## src/rtl/swd_seq_gen.sv

```systemverilog
// Bit-serial generator for SWD special line sequences (line reset, idle zeros,
// JTAG-to-SWD select, full switch) feeding the frontend's mosi/rnw/oe_n inputs.
module swd_seq_gen #(
  parameter int          LEN_W       = 8,
  parameter int          RESET_BITS  = 64,
  parameter int          MIN_RESET   = 50,
  parameter int          SWITCH_IDLE = 8,
  parameter logic [15:0] MAGIC       = 16'hE79E
) (
  input  logic             sck,
  input  logic             rst_n,
  input  logic             cmd_valid,
  output logic             cmd_ready,
  input  logic [1:0]       cmd_op,
  input  logic [LEN_W-1:0] cmd_len,
  output logic             busy,
  output logic             done,
  output logic             mosi,
  output logic             rnw,
  output logic             output_enable_n
);

  if (RESET_BITS > (1 << LEN_W) || MIN_RESET > (1 << LEN_W) ||
      SWITCH_IDLE > (1 << LEN_W) || LEN_W < 4) begin : g_bad_params
    $error("swd_seq_gen: phase lengths do not fit the LEN_W counter");
  end

  typedef enum logic [2:0] {S_IDLE, S_ONES, S_MAGIC, S_ONES2, S_ZEROS} state_t;

  localparam logic [1:0] OP_LINE_RESET = 2'd0;
  localparam logic [1:0] OP_IDLE_ZERO  = 2'd1;
  localparam logic [1:0] OP_JTAG_SWD   = 2'd2;

  localparam logic [LEN_W-1:0] RESET_LOAD = LEN_W'(RESET_BITS - 1);
  localparam logic [LEN_W-1:0] MIN_LOAD   = LEN_W'(MIN_RESET - 1);
  localparam logic [LEN_W-1:0] IDLE_LOAD  = LEN_W'(SWITCH_IDLE - 1);
  localparam logic [LEN_W-1:0] MAGIC_LOAD = LEN_W'(15);

  state_t           state, state_next;
  logic [LEN_W-1:0] cnt, cnt_next;
  logic             switch_mode, switch_next;
  logic             done_reg, done_next;
  logic             last_bit;

  assign last_bit = (cnt == '0);

  always_ff @(posedge sck or negedge rst_n) begin
    if (!rst_n) begin
      state       <= S_IDLE;
      cnt         <= '0;
      switch_mode <= 1'b0;
      done_reg    <= 1'b0;
    end else begin
      state       <= state_next;
      cnt         <= cnt_next;
      switch_mode <= switch_next;
      done_reg    <= done_next;
    end
  end

  always_comb begin
    state_next  = state;
    cnt_next    = cnt - LEN_W'(1);
    switch_next = switch_mode;
    done_next   = 1'b0;
    unique case (state)
      S_IDLE: begin
        cnt_next = cnt;
        if (cmd_valid) begin
          switch_next = 1'b0;
          unique case (cmd_op)
            OP_LINE_RESET: begin
              state_next = S_ONES;
              if (cmd_len == '0)
                cnt_next = RESET_LOAD;
              else if ({1'b0, cmd_len} < (LEN_W + 1)'(MIN_RESET))
                cnt_next = MIN_LOAD;
              else
                cnt_next = cmd_len - LEN_W'(1);
            end
            OP_IDLE_ZERO: begin
              // Zero-length idle emits nothing but still acknowledges with done.
              if (cmd_len == '0) begin
                done_next = 1'b1;
              end else begin
                state_next = S_ZEROS;
                cnt_next   = cmd_len - LEN_W'(1);
              end
            end
            OP_JTAG_SWD: begin
              state_next = S_MAGIC;
              cnt_next   = MAGIC_LOAD;
            end
            default: begin
              state_next  = S_ONES;
              cnt_next    = RESET_LOAD;
              switch_next = 1'b1;
            end
          endcase
        end
      end
      S_ONES: begin
        if (last_bit) begin
          if (switch_mode) begin
            state_next = S_MAGIC;
            cnt_next   = MAGIC_LOAD;
          end else begin
            state_next = S_IDLE;
            done_next  = 1'b1;
          end
        end
      end
      S_MAGIC: begin
        if (last_bit) begin
          if (switch_mode) begin
            state_next = S_ONES2;
            cnt_next   = RESET_LOAD;
          end else begin
            state_next = S_IDLE;
            done_next  = 1'b1;
          end
        end
      end
      S_ONES2: begin
        if (last_bit) begin
          state_next = S_ZEROS;
          cnt_next   = IDLE_LOAD;
        end
      end
      S_ZEROS: begin
        if (last_bit) begin
          state_next  = S_IDLE;
          switch_next = 1'b0;
          done_next   = 1'b1;
        end
      end
      default: begin
        state_next = S_IDLE;
        cnt_next   = '0;
      end
    endcase
  end

  // Counter runs 15..0 in S_MAGIC, so ~cnt[3:0] walks the word LSB first.
  always_comb begin
    mosi = 1'b0;
    unique case (state)
      S_ONES, S_ONES2: mosi = 1'b1;
      S_MAGIC:         mosi = MAGIC[~cnt[3:0]];
      default:         mosi = 1'b0;
    endcase
  end

  assign busy            = (state != S_IDLE);
  assign output_enable_n = ~busy;
  assign cmd_ready       = (state == S_IDLE);
  assign rnw             = 1'b0;
  assign done            = done_reg;

endmodule

```

## config.mk

```make
export PLATFORM = sky130hd
export DESIGN_NAME = swd_seq_gen
export DESIGN_NICKNAME = d
export VERILOG_FILES = /design/src/rtl/swd_seq_gen.sv
export SDC_FILE = /design/constraint.sdc
export NUM_CORES = 1
export LEC_CHECK = 0
export CAP_MARGIN = 10
export CORE_MARGIN = 4
export CORE_UTILIZATION = 45
export CTS_CLUSTER_DIAMETER = 200
export DETAILED_ROUTE_END_ITERATION = 16
export PLACE_DENSITY_LB_ADDON = 0.15
export SLEW_MARGIN = 25
export SYNTH_ARGS = -nofsm -noshare
export SYNTH_HDL_FRONTEND = slang
export SYNTH_SLANG_ARGS = --single-unit
```

## constraint.sdc

```tcl
create_clock -name sck -period 2.9 [get_ports sck]
set_clock_uncertainty 0.15 [all_clocks]
set_input_delay 0.725 -clock sck [delete_from_list [all_inputs] [get_ports sck]]
set_output_delay 0.725 -clock sck [all_outputs]
set_load 0.01 [all_outputs]
```

* Yosys cells after proc, flatten, opt, wreduce, memory -nomap -nowiden
Memory sizes are Yosys's and may differ from the RTL's.
Index checks and enable logic that the tools add are counted.
** Storage, ports and cells
- Bits in read-only memories :: 16
- Output and inout bits :: 6
- Memories kept :: 1
- Register bits :: 13
- Word-level logic and storage cells :: 69
** Operators by class
- $lt $le $gt $ge :: 2
- Reductions and logical operators :: 12
- Add/subtract/negate cells :: 2
- Multiplexer cells :: 34
- Equality and inequality tests :: 12
- Bitwise gates (word level) :: 2
** Memory list
- (no name shown) :: words 16, bits a word 1, rd ports 1, clocked after Yosys merged registers in 0, write ports 0, line 149 : S_MAGIC: mosi = MAGIC[~cnt[3:0]];
** Operators by type and width (count)
- 2-to-1 mux 8 bit :: 9
- case mux 8 bit (5 select lines) :: 1
- case mux 8 bit (3 select lines) :: 1
- 2-to-1 mux 3 bit :: 6
- logical NOT 8 bit :: 2
- subtractor 8 x 1 -> 8 bit, second input constant :: 2
- case mux 3 bit (5 select lines) :: 1
- 2-to-1 mux 1 bit :: 10
- inequality test 2 bit, second input constant :: 5
- < comparator 8 x 6 -> 1 bit, second input constant :: 1
- == test 3 x 2 -> 1 bit, second input constant :: 2
- case mux 3 bit (2 select lines) :: 1
- AND reduction 6 bit :: 1
- < comparator 4 x 5 -> 1 bit, second input constant :: 1
- 2-to-1 mux 2 bit :: 2
- NOT 4 bit :: 1
- case mux 1 bit (2 select lines) :: 2
- OR reduction 2 bit :: 2
- == test 3 x 1 -> 1 bit, second input constant :: 1
- == test 3 bit, second input constant :: 1
- logical NOT 3 bit :: 1
- inequality test 3 bit, second input constant :: 1
- case mux 1 bit (3 select lines) :: 1
- AND reduction 3 bit :: 1
- other kinds (8) :: 8

* Logic depth before layout (Yosys ltp)
Gate-level depths: netlist of the first run.
- Word-level depth :: 6
- Depth in mapped cells :: 8
- Gate-level depth less buffers :: 7

* Least setup slack after synthesis of the first run
Ideal clock, no wire load.
- Path type :: reg-to-output
- Start point :: register cnt[0]
- End point :: output mosi
- Arrival time :: 1438 ps
- Stages on the path, launching flop included :: 7
- Buffers on the path :: 0
- Slack :: 587 ps
- Data required time :: 2025 ps
- Cell sequence :: dfrtp_1 -> inv_1 -> ha_1 -> mux2_2 -> o21ai_0 -> a21oi_1 -> nor2_1
** On the way
- Word-level cells in the longest chain between the ends :: 4
** Ends and longest elaborated chain
- start, declared :: line 40 : logic [LEN_W-1:0] cnt, cnt_next;
- start signal, assigned :: line 55 : cnt <= cnt_next;
- NOT 4 bit :: line 149
- memory read (16 x 1 bit)
- 2-to-1 mux 1 bit (implied by the code) :: line 149
- case mux 1 bit (2 select lines) :: line 147 : unique case (state)
- end, declared :: line 18 : output logic mosi,
No other way between the ends. The select of a mux whose other input is x is not followed.

* Worst setup path after layout of the first run
Same ends and word-level chain as after synthesis.

==> results of run 1 <==
-- final cells by class --
cell class              count  area, µm²  area share
multi-input cells         159       1140       0.599
flip-flops and latches     13        327       0.172
repair buffers             36        312       0.164
well taps                  46       57.6      0.0302
inverters                  11       41.3      0.0217
clock buffers               4       26.3      0.0138
-- routing by layer --
metal / part of all wire / vias to the layer above
met5: 0 / -
met4: 0.029 / 0
met3: 0.060 / 15
met2: 0.48 / 68
met1: 0.43 / 785
li1: - / 796
-- logic make-up (layout without fill, tap and decap cells) --
group,count (synthesis),in the layout,share of synthesized area
adders and majority gates,12,12,0.0944
and+or+nand+nor,73,73,0.270
xor gates and xnor gates,9,9,0.0504
DFF,13,13,0.208
buffers and inverters,24,51,0.0712
muxes,3,3,0.0208
other,1,1,0.00240
AOI/OAI and AO/OA,61,61,0.283
-- final timing paths --
path / to / slack [ns] / depth (start not counted)
worst max-delay path: mosi / 0.11 / 7
worst min-delay path: cnt[4] / 0.40 / 1
worst max register to register: cnt[3] / 0.62 / 6
worst min register to register: cnt[4] / 0.40 / 1
max in group asynchronous: cnt[1] / 1.46 / 1
min in group asynchronous: state[2] / 0.68 / 1
-- stage by stage --
stage | utilization | instance area [µm²]
after floorplan | - | 1560
after global placement | 0.556 | 1860
after detailed placement | 0.556 | 1860
after CTS | 0.570 | 1900
after global routing | 0.570 | 1900
final | 0.570 | 1900
-- placed cells by master, fill, tap and decap left out, types with 4 or more instances in the layout --
master	synthesis	layout
buf_4	2	19
nor2_1	17	17
clkdlybuf4s50_1	0	16
nand2_1	12	12
dfrtp_1	13	12
o21ai_0	10	10
ha_1	11	10
inv_1	10	8
a21oi_1	7	7
nor3_1	7	7
nand3_1	5	5
o211ai_1	5	5
xnor2_1	5	5
o22ai_1	4	4
xor2_1	4	4
a31oi_1	4	4
-- where the power goes --
part	switching (mW)	internal [mW]
Clock	0.0620	0.0534
Combinational	0.503	0.465
Sequential	0.0917	0.256
-- what timing repair did --
action                                  in CTS  in global routing
resized for setup                            4                  1
pin swaps                                    0                  0
cloned                                       0                  0
setup buffers                                1                  0
endpoints found under the setup margin       1                  2
endpoints found under the hold margin        0                  0
==> PnR_summary.wiki, run 1 <==
{| class="wikitable"
! Metric !! Value
|-
| Outcome || finished clean
|-
| Placement Setup Slack || -0.0206 ns
|-
| Maximum ir drop on the vdd rail || 0.227 mV
|-
| Gr ovfl total || 0
|-
| Cell Pwr Density || 752 nW/µm²
|-
| Final clock period utilization by the worst path || 0.961
|-
| Longest individual stage delay on the worst path || 0.42 ns
|-
| Critical path required time || 2.03 ns
|-
| Combined area of all synthesized cells || 1560 µm²
|-
| Number of synthesized flops with an enable pin || 0
|-
| Post-route setup TNS || 0 ns
|-
| Worst Setup Slack, final || 0.114 ns
|-
| Number of distinct standard cells referenced by the synthesized netlist || 64
|-
| Initial drt markers || 197
|-
| Core outline area || 3340 µm²
|-
| Chain of cells forming the critical path || buf_4 -> ha_1 -> mux2_2 -> o21ai_0 -> a21oi_1 -> nor2_1 -> dlygate4sd2_1
|-
| Starting density of the core || 0.469
|-
| Share of cells above drive strength 1 || 0.179
|-
| Registers with the most flip-flops || cnt: 8 flops, state: 3 flops
|-
| Final critical delay including setup and external delays || 2.79 ns
|-
| First-pass GRT wire length || about 7500 µm
|-
| Number of clock sinks || 13
|-
| Layout net count || 248
|-
| Number of synthesized register bits || 13
|-
| GRT met2 Usage || 0.374
|-
| Startpoint of the most critical register-to-register path || cnt[1]
|-
| Max-cap violations || 0
|-
| Min-Delay Startpoint || cnt[4]
|-
| Vias per inst || between 6 and 7
|-
| Sequential share of the synthesized area || 0.208
|-
| Root buffer cell || clkbuf_4
|-
| Cell count after synthesis || slightly below 200
|-
| Vertical die dimension || roughly 67 µm
|-
| Startpoint-to-endpoint class of the critical path || reg -> out
|-
| Total setup violations reported at the end of the flow || 0
|-
| Global-route track usage on met1 || 0.276
|-
| Tightest Pin Transition || 0.687 ns
|-
| Post-route DRC violation count || 0
|-
| GPL Wtd Cong || 0.973
|-
| Initial DRT Pass Iterations || 4
|-
| Leakage component of the power || 0.756 nW
|-
| # hold bufs at CTS || 0
|-
| Area added between synthesis and finish || 21.7%
|-
| Mapped Avg Cell Area || 7.98 µm²
|-
| Class of the tightest hold or removal check || reg -> reg
|-
| Final antenna diode count || 0
|-
| Final Hold Violating Endpoints || 0
|-
| Per-cell routed wire length || 16.3 µm
|-
| Clock transition at the registers of the reported paths || 0.09 ns
|-
| Total power || 1.43 mW
|-
| Num CTS Buffers || 3
|-
| Kind of cell adding the most delay to the critical path || buffers and inverters
|-
| Largest reg by FF count || cnt
|-
| Number of buffers on the longest clock path || 2
|-
| RSZ-0062 raised after global routing || false
|-
| Synth top area share || 0.208
|-
| Arrival time reported for the critical path endpoint || 1.91 ns
|-
| Number of synthesis warnings || 0
|-
| Maximum clock frequency || roughly 360 MHz
|-
| Number of antenna violations at the first check in global routing || 0
|-
| Headroom to the max-slew limit || 0.540
|-
| Number of core rows || 21
|-
| Post-Route WL || 4390 µm
|-
| Vias after detailed routing || approximately 1700
|-
| H-tree depth || 1
|-
| Hold WS || 0.401 ns
|-
| Vias in the first global route || roughly 1600
|-
| Number of cells in the design after placement || 264
|-
| Top cells by area in the synthesized netlist || dfrtp_1 21%, ha_1 8.8%, nor2_1 4.1%
|-
| GR Util All Layers || 0.219
|-
| Maximum number of pins on one net before global-route repair || 22
|-
| TritonCTS clock tree || done
|-
| Pins Over Slew Limit || 0
|-
| Die footprint || around 4500 µm²
|-
| Port-buffer cells || 17
|-
| Number of filler instances in the final layout || 329
|-
| Number of nets produced by synthesis || 220
|-
| Buf+Inv Stages, Crit Path || 2
|-
| Dpl hpwl || roughly 3400 µm
|-
| Largest register FFs || 8
|-
| Clock network latency to the later pin of the worst-skew pair || between 0.2 and 0.3 ns
|-
| Met3 Usage GRT || 0.0287
|-
| Boundary Pins || 19
|-
| Peak-usage layer in the global routing report || met2
|-
| Cell accounting for the most synthesized area || dfrtp_1
|-
| Die span in x || 67.0 µm
|-
| Asr flop ratio synth || 1.00
|-
| Critical Path Slowest Stage Cell || dfrtp_1
|-
| Commonest cells post-synth || 17 x nor2_1, 13 x dfrtp_1, 12 x nand2_1
|-
| Final standard cell count with taps included and fillers excluded || about 270
|-
| Crit path launch || cnt[0]
|-
| Startpoint types || register
|-
| Leading cell type by number of instances after synthesis || nor2_1
|-
| Remaining antenna violation count after routing || 0
|-
| Top fanout value on the critical path || 2
|-
| Kind of end point of the critical path || primary output
|-
| Most frequently used flop master after synthesis || dfrtp_1
|}
Power figures use the tool's default switching activity.
==> run 2: changes to the inputs <==
Settings changed: ABC_AREA set to 1, SKIP_LAST_GASP set to 1, SLEW_MARGIN 25 to not set.
==> PnR_summary.wiki, run 2 <==
{| class="wikitable"
! Metric !! Value
|-
| Outcome || finished clean
|-
| Synth top area share || 0.224 (+0.0156)
|-
| Tightest Pin Transition || 0.645 ns (-0.0418 ns)
|-
| Registers with the most flip-flops || cnt: 8 flops, state: 3 flops
|-
| Maximum ir drop on the vdd rail || 0.587 mV (+160%)
|-
| Number of synthesized register bits || 13 (unchanged)
|-
| Final Hold Violating Endpoints || 0 (unchanged)
|-
| Cell count after synthesis || 232 (+18%)
|-
| Post-route DRC violation count || 0 (unchanged)
|-
| Worst Reg-to-Reg Cells || 11 (+5)
|-
| Leading cell type by number of instances after synthesis || nand2_1
|-
| Number of core rows || 20 (-4.8%)
|-
| Final critical delay including setup and external delays || 2.69 ns (-0.0934 ns)
|-
| Post-route setup TNS || 0 ns (unchanged)
|-
| Num CTS Buffers || 3 (unchanged)
|-
| Die footprint || 4210 µm² (-6.1%)
|-
| Clock network latency to the later pin of the worst-skew pair || 0.29 ns (about the same)
|-
| GPL Wtd Cong || 0.879 (-9.6%)
|-
| Gr ovfl total || 0 (unchanged)
|-
| Most common library cell in the layout ignoring fill and taps || nand2_1
|-
| Min-Delay Startpoint || cnt[6]
|-
| Final clock period utilization by the worst path || 0.928 (-0.0322)
|-
| Most frequently used flop master after synthesis || dfrtp_1
|-
| Cell accounting for the most synthesized area || dfrtp_1
|-
| Number of buffers on the longest clock path || 2 (unchanged)
|-
| Starting density of the core || 0.473 (+0.00407)
|-
| Number of clock sinks || 13 (unchanged)
|-
| Number of antenna violations at the first check in global routing || 0 (unchanged)
|-
| Die span in x || 64.9 µm (-3.1%)
|-
| H-tree depth || 1 (unchanged)
|-
| Sequential share of the synthesized area || 0.224 (+0.0156)
|-
| RSZ-0062 raised after global routing || false
|-
| Clock transition at the registers of the reported paths || 0.10 ns (about the same)
|-
| Vias per inst || 5.03 (-19%)
|-
| Maximum clock frequency || 371 MHz (+3.5%)
|-
| Placed cell area || 1670 µm² (-10%)
|-
| Post-Route WL || 3590 µm (-18%)
|-
| Worst r2r dst || cnt[7]
|-
| Max-cap violations || 0 (unchanged)
|-
| Final antenna diode count || 0 (unchanged)
|-
| Critical path required time || 2.03 ns (about the same)
|-
| Vertical die dimension || 64.9 µm (-3.1%)
|-
| Root buffer cell || clkbuf_4
|-
| Largest register FFs || 8 (unchanged)
|-
| Arrival time reported for the critical path endpoint || 1.82 ns (-0.09 ns)
|-
| Cell Pwr Density || 906 nW/µm² (+20%)
|-
| Maximum number of pins on one net before global-route repair || 14 (-36%)
|-
| Area of the multi-input gates || 986 µm² (-14%)
|-
| Initial DRT Pass Iterations || 4 (unchanged)
|-
| Finished layout cell area || 1710 µm² (-10%)
|-
| Largest reg by FF count || cnt
|-
| Top fanout value on the critical path || 4 (+2)
|-
| Number of filler instances in the final layout || 336 (+2.1%)
|-
| Hold Path End || cnt[6]
|-
| Footprint of the flip-flops and latches || 325 µm² (-0.38%)
|-
| Layout net count || 278 (+12%)
|-
| Top cells by area in the synthesized netlist || dfrtp_1 22%, nand2_1 20%, ha_1 9.5%
|-
| Number of synthesized flops with an enable pin || 0 (unchanged)
|-
| Vias in the first global route || 1346 (-17%)
|-
| Commonest cells post-synth || 76 x nand2_1, 27 x inv_1, 26 x nand3_1
|-
| Startpoint types || register
|-
| Startpoint-to-endpoint class of the critical path || reg -> out
|-
| Headroom to the max-slew limit || 0.568 (+0.0282)
|-
| Core outline area || 3080 µm² (-7.8%)
|-
| Total setup violations reported at the end of the flow || 0 (unchanged)
|-
| Dpl hpwl || 2890 µm (-16%)
|-
| Number of distinct standard cells referenced by the synthesized netlist || 31 (-52%)
|-
| Cells on Worst Hold Path || 2 (+1)
|-
| Class of the tightest hold or removal check || reg -> reg
|-
| TritonCTS clock tree || done
|-
| Vias after detailed routing || 1495 (-10%)
|-
| Startpoint of the most critical register-to-register path || cnt[0]
|-
| Asr flop ratio synth || 1.00 (unchanged)
|-
| Initial drt markers || 128 (-35%)
|-
| Per-cell routed wire length || 12.1 µm (-26%)
|-
| Mapped Avg Cell Area || 6.27 µm² (-21%)
|-
| Boundary Pins || 19 (unchanged)
|-
| Number of nets produced by synthesis || 256 (+16%)
|-
| Area added between synthesis and finish || 17.2%
|-
| Remaining antenna violation count after routing || 0 (unchanged)
|-
| Number of synthesis warnings || 0 (unchanged)
|-
| Most frequent cells in the layout || 76 x nand2_1, 27 x inv_1, 26 x nand3_1, 19 x nor2_1, 16 x clkdlybuf4s50_1
|-
| First-pass GRT wire length || 6320 µm (-16%)
|-
| Kind of end point of the critical path || primary output
|-
| Port-buffer cells || 17 (unchanged)
|-
| Share of cells above drive strength 1 || 0.0949 (-0.0845)
|-
| GR Util All Layers || 0.193 (-0.0267)
|-
| Leakage component of the power || 0.892 nW (+18%)
|-
| Pins Over Slew Limit || 0 (unchanged)
|-
| Combined area of all synthesized cells || 1460 µm² (-7.0%)
|-
| Setup slack on the worst flop-to-flop path || 1.04 ns (+0.42 ns)
|}
-- run 2: cell type report --
type                       count  share of cell area
inverter                      33              0.0756
multi-input combinational    184               0.578
tap                           44              0.0323
timing repair buffer          19               0.108
clock buffer                   4              0.0154
sequential                    13               0.191
-- run 2: worst max-delay path, stage by stage (launching register included) --
cell           delay (ns)
dfrtp_1              0.41
inv_1                0.08
ha_1                 0.29
nor2_1               0.09
nor2_1               0.05
o21ai_0              0.06
o211ai_1             0.14
o22ai_1              0.13
dlygate4sd2_1        0.29
-- run 2: how the worst max path moves through the flow --
stage	startpoint	end	slack (ns)	cells past startpoint
finish	cnt[1]	mosi	0.21	8
global route	cnt[0]	mosi	0.04	8
CTS	cnt[0]	mosi	0.15	8
detailed placement	cnt[0]	mosi	0.22	8
global placement	cmd_len[0]	state[2]	0.21	10
floorplan	cnt[0]	mosi	0.83	7
-- run 2: repair_timing --
item,4_1_cts,5_1_grt
gates resized for setup,1,0
hold buffers,0,0
endpoints found under the setup margin,1,1
setup buffers,0,2
-- run 2: metrics by stage --
stage | power (mW) | std cells | setup WS [ns] | hold WS [ns] | utilization
4_1_cts | 1.53 | 295 | 0.154 | 0.402 | 0.549
3_3_place_gp | 1.41 | 291 | 0.208 | 0.366 | 0.541
3_5_place_dp | 1.40 | 291 | 0.223 | 0.373 | 0.541
2_1_floorplan | 1.12 | 232 | 0.828 | 0.279 | -
5_1_grt | 1.73 | 297 | 0.0381 | 0.450 | 0.554
6_report | 1.54 | 297 | 0.208 | 0.395 | 0.554
-- run 2: kinds of logic after synthesis --
| logic type | share of synthesized area |
|---|---|
| other | 0.00258 |
| XOR/XNOR | 0.0301 |
| AND/OR/NAND/NOR | 0.426 |
| adder cells (fa/ha/maj) | 0.0946 |
| flip-flops | 0.224 |
| AO/OA/AOI/OAI | 0.125 |
| buffers and inverters | 0.0989 |
-- run 2: metal layers --
layer  up-vias  track usage  part of all wire
met5         -            0                 0
met4         0       0.0712             0.018
met3         7       0.0451             0.054
met2        41        0.284              0.44
met1       660        0.271              0.49
li1        787            -                 -
-- run 2: power breakdown --
part / internal [mW] / switching (mW)
registers: 0.258 / 0.0910
logic: 0.406 / 0.666
clock network: 0.0535 / 0.0704
total: 0.718 / 0.827
